===== src/rtl/calc_alu_seq.sv =====
// Sequential add/sub/mul ALU with a valid/ready request and result handshake.
// Define CALC_ALU_MUL_EN to build the shift-add multiplier; otherwise op 10 is reserved.
module calc_alu_seq #(
  parameter int unsigned WIDTH = 4,
  parameter int unsigned RES_W = 2 * WIDTH + 1
) (
  input  logic             clk,
  input  logic             rst_n,
  input  logic             in_valid,
  output logic             in_ready,
  input  logic [WIDTH-1:0] operand1,
  input  logic [WIDTH-1:0] operand2,
  input  logic [1:0]       op,
  output logic             out_valid,
  input  logic             out_ready,
  output logic [RES_W-1:0] result,
  output logic             flag_zero,
  output logic             flag_neg,
  output logic             err
);

  localparam logic [1:0] OpAdd = 2'b00;
  localparam logic [1:0] OpSub = 2'b01;

`ifdef CALC_ALU_MUL_EN
  localparam logic [1:0] OpMul = 2'b10;
  localparam int unsigned CntW = $clog2(WIDTH + 1);

  typedef enum logic [1:0] {
    StIdle = 2'd0,
    StCalc = 2'd1,
    StDone = 2'd2
  } state_e;

  logic [RES_W-1:0] mcand_q;
  logic [WIDTH-1:0] mplier_q;
  logic [RES_W-1:0] acc_q;
  logic [CntW-1:0]  cnt_q;
  logic             alu_mul;
`else
  typedef enum logic [1:0] {
    StIdle = 2'd0,
    StDone = 2'd2
  } state_e;
`endif

  state_e           state_q;
  logic [RES_W-1:0] alu_res;
  logic             alu_err;

  assign in_ready = (state_q == StIdle);

  // Single-cycle ops are resolved straight from the request inputs at accept.
  always_comb begin
    alu_res = '0;
    alu_err = 1'b0;
`ifdef CALC_ALU_MUL_EN
    alu_mul = 1'b0;
`endif
    unique case (op)
      OpAdd: alu_res = RES_W'(operand1) + RES_W'(operand2);
      OpSub: alu_res = RES_W'(operand1) - RES_W'(operand2);
`ifdef CALC_ALU_MUL_EN
      OpMul: alu_mul = 1'b1;
`endif
      default: alu_err = 1'b1;
    endcase
  end

  always_ff @(posedge clk or negedge rst_n) begin
    if (!rst_n) begin
      state_q   <= StIdle;
      out_valid <= 1'b0;
      result    <= '0;
      flag_zero <= 1'b0;
      flag_neg  <= 1'b0;
      err       <= 1'b0;
`ifdef CALC_ALU_MUL_EN
      mcand_q   <= '0;
      mplier_q  <= '0;
      acc_q     <= '0;
      cnt_q     <= '0;
`endif
    end else begin
      unique case (state_q)
        StIdle: begin
          if (in_valid) begin
`ifdef CALC_ALU_MUL_EN
            if (alu_mul) begin
              state_q  <= StCalc;
              mcand_q  <= RES_W'(operand1);
              mplier_q <= operand2;
              acc_q    <= '0;
              cnt_q    <= '0;
            end else
`endif
            begin
              state_q   <= StDone;
              out_valid <= 1'b1;
              result    <= alu_res;
              flag_zero <= (alu_res == '0);
              flag_neg  <= alu_res[RES_W-1];
              err       <= alu_err;
            end
          end
        end
`ifdef CALC_ALU_MUL_EN
        // WIDTH shift-add steps, then one cycle to publish the product.
        StCalc: begin
          if (cnt_q == CntW'(WIDTH)) begin
            state_q   <= StDone;
            out_valid <= 1'b1;
            result    <= acc_q;
            flag_zero <= (acc_q == '0);
            flag_neg  <= acc_q[RES_W-1];
            err       <= 1'b0;
          end else begin
            if (mplier_q[0]) acc_q <= acc_q + mcand_q;
            mcand_q  <= mcand_q << 1;
            mplier_q <= mplier_q >> 1;
            cnt_q    <= cnt_q + CntW'(1);
          end
        end
`endif
        StDone: begin
          if (out_ready) begin
            state_q   <= StIdle;
            out_valid <= 1'b0;
          end
        end
        default: state_q <= StIdle;
      endcase
    end
  end

endmodule

===== config.mk =====
export PLATFORM = sky130hd
export DESIGN_NAME = calc_alu_seq
export DESIGN_NICKNAME = d
export VERILOG_FILES = /design/src/rtl/calc_alu_seq.sv
export SDC_FILE = /design/constraint.sdc
export NUM_CORES = 1
export LEC_CHECK = 0
export CORE_UTILIZATION = 42
export CTS_BUF_LIST = sky130_fd_sc_hd__clkbuf_8 sky130_fd_sc_hd__clkbuf_16
export DETAILED_ROUTE_END_ITERATION = 10
export PLACE_DENSITY = 0.78
export SYNTH_ARGS = -nofsm -noshare
export SYNTH_HDL_FRONTEND = slang
export SYNTH_SLANG_ARGS = --single-unit

===== constraint.sdc =====
create_clock -name clk -period 1.3 [get_ports clk]
set_input_delay 0.26 -clock clk [delete_from_list [all_inputs] [get_ports clk]]
set_output_delay 0.26 -clock clk [all_outputs]
set_load 0.03 [all_outputs]

==> results_dict.tcl <==
set metrics [dict create \
    status "complete, but fails checks" \
    violations "negative setup slack" \
    ys.flop_type "dfrtp_1" \
    max_cap_violations 0 \
    drv_slew 0 \
    clock_path_buffers 2 \
    routedWlPerCell_um 14.37 \
    synth-simple-area-share 0.1119 \
    synth-async-reset-ratio 1.000 \
    synth_area_leader_cell "dfrtp_1" \
    synth_top_family_by_area "compound AO/OA/AOI/OAI gates" \
    drtIter0Drc 9 \
    syn_avg_cell_area_um2 9.804 \
    ir_drop_mv 1.093 \
    finalHoldViolCount 0 \
    die_y_um 43.28 \
    drtPass1Iterations 4 \
    internal_power_mw 0.8272 \
    dp_hpwl_um 1258 \
    fin_crit_sh 1.243 \
    synth-seq-cells 9 \
    vias 665 \
    syn-num-nets 97 \
    yosysWarningCount 0 \
    routed_wl_um 1810 \
    hold_class "input port to asynchronous set/reset pin" \
    insertion_delay_ns 0.23 \
    max_freq_ghz 0.6190 \
    p_sw_mw 0.5222 \
    start_util 0.4643 \
    h-tree-depth 1 \
    critPathKind "input port to flop" \
    setup_viol 5 \
    fillers 109 \
    utilization 0.7930 \
    clkTransAtPathRegs_ns 0.05 \
    syn_area_um2 715.7 \
    synth_edf_count 0 \
    cts-root-buf "clkbuf_8" \
    swShare 0.3870 \
    skew_ns 0.001261 \
    start_kind "input port" \
    hold_buffers 0 \
    rows 14 \
    slew_headroom 0.7081 \
    ioPinCount 28 \
    critical_path.max_fanout 2 \
    setup_ws_ns -0.3155 \
    netlist_instances 73 \
    grt_max_degree 11 \
    synth_compound_area_frac 0.2080 \
    die_x_um 43.28 \
    yosys.cell_count.top_type "dfrtp_1" \
    ys_top_cells_by_count "9 x dfrtp_1, 8 x ha_1, 7 x inv_1, 7 x nand2_1" \
    port_buffers 27 \
    nets 135 \
    grt_pass1_wl_um 2884 \
    muxShareOfSynthArea 0.04545 \
    synthAdderAreaFrac 0.1958 \
    synth-xor-area-share 0.01224 \
    ys_seq_area_frac 0.3147 \
    drive_gt1_frac 0.5000 \
    cp.arrival_ns 1.75 \
    share_comb_of_total_power 0.486 \
    avgViaCountPerCell 5.278 \
    cts_buffers 3 \
    grt_overflow 0 \
    end_kind "flop" \
    grt_pass1_vias 662 \
    yosysTopAreaCellShare 0.3147 \
    synth.area.top_cells "dfrtp_1 31%, ha_1 14%, fa_1 5.6%" \
    ys_types 31 \
    grt_setup_unrepaired "yes" \
    grtUsageTotal 0.2083 \
    gp_congestion 0.7497 \
    antenna_left 0 \
    power.clock.fraction 0.240 \
    tightest_slew_ns 0.4364 \
    power_density_nw_per_um2 1104 \
    antenna_found_initial 0 \
    critical_path_required_ns 1.43 \
    antennaDiodeCount 0 \
    p_leak_nw 0.5934 \
    sequentialPowerShare 0.273 \
    cts_tree "built" \
    core_region_area_um2 1541 \
    area_delta_synth_final_pct 70.80 \
    setup-tns-final_ns -1.120 \
    drc 0 \
    clkSinkCount 9 \
    final.min_clock_period_ns 1.616 \
    dieArea_um2 1873 \
]
[metal layers]
layer,global-route usage,routed length (µm),vias to the layer above,part of all wire
li1,-,-,322,-
met1,0.2440,694,323,0.38
met2,0.3761,1052,18,0.58
met3,0.04681,51,2,0.028
met4,0.05455,10,0,0.0055
met5,0,0,-,0
[final timing paths]
check	from	to	slack, ns	depth (start not counted)
worst max-delay path	operand1[0]	flag_zero	-0.32	11
worst min-delay path	rst_n	out_valid	0.34	1
worst max register to register	out_valid	result[7]	0.15	4
worst min register to register	result[0]	result[0]	0.47	2
max in group asynchronous	rst_n	result[0]	0.66	1
min in group clk	operand2[0]	result[0]	0.42	3
[cells in the final DEF, fill, tap and decap left out, types with 2 or more instances in the layout]
master | netlist | final
dfrtp_1 | 9 | 9
a21oi_2 | 1 | 2
o31ai_4 | 0 | 2
inv_1 | 7 | 3
nand2_2 | 0 | 2
dlygate4sd2_1 | 0 | 9
o21ai_2 | 0 | 2
fa_2 | 0 | 2
ha_1 | 8 | 2
nor2_1 | 2 | 2
buf_4 | 4 | 18
clkdlybuf4s50_1 | 0 | 4
a31o_1 | 2 | 2
inv_2 | 1 | 3
buf_6 | 1 | 2
dlymetal6s2s_1 | 0 | 3
mux2_2 | 2 | 2
nand2_1 | 7 | 5
ha_4 | 0 | 5
buf_2 | 0 | 2
o21ai_1 | 4 | 4
clkbuf_8 | 0 | 3
[final cells by class]
type	instances	area, µm²	area share
multi-input combinational	49	535.5	0.4381
tap	16	20.02	0.01638
inverter	8	50.05	0.04094
timing repair buffer	40	346.6	0.2835
clock buffer	3	41.29	0.03378
sequential	9	225.2	0.1842
clock inverter	1	3.754	0.003071
[cell families (layout without fill, tap and decap cells)]
family	count (synthesis)	count (layout)
flops	9	9
fa+ha+maj	10	10
mux	3	3
buf+inv	15	52
simple gates	16	16
xor+xnor	1	1
compound gates	19	19
[power groups by stage]
stage | sequential (mW) | clock [mW] | combinational [mW]
floorplan | 0.483 | 0 | 0.251
global placement | 0.371 | 0 | 0.600
detailed placement | 0.375 | 0 | 0.611
CTS | 0.368 | 0.325 | 0.628
global route | 0.377 | 0.347 | 0.695
finish | 0.369 | 0.324 | 0.656
[flip-flops by register name, summed over array words and instances (netlist names)]
register	cells
err	1
flag_zero	1
result	6
out_valid	1
[timing repair]
item	CTS	global route
pin swaps	13	11
buffers inserted	2	2
setup endpoints to repair	14	7
gates resized for setup	40	15
[stage by stage]
stage               cells  total power [mW]  cell area [µm²]  setup slack (ns)  hold WS, ns
floorplan              73            0.7333            779.5           -0.2428     -0.03559
global placement      120            0.9716             1084           -0.8996       0.4656
detailed placement    120            0.9855             1084           -0.9789       0.4743
CTS                   125             1.321             1184           -0.3367       0.3553
global route          126             1.418             1222           -0.3581       0.3866
finish                126             1.349             1222           -0.3155       0.3358
[worst max-delay path, stage by stage]
cell     delay [ns]
buf_8          0.10
buf_6          0.12
inv_12         0.04
ha_4           0.11
inv_2          0.03
fa_2           0.37
nand2_2        0.09
o21ai_2        0.05
xnor2_1        0.22
a31oi_1        0.14
o41ai_2        0.20
Note: power is estimated with default switching activity, not from simulation.
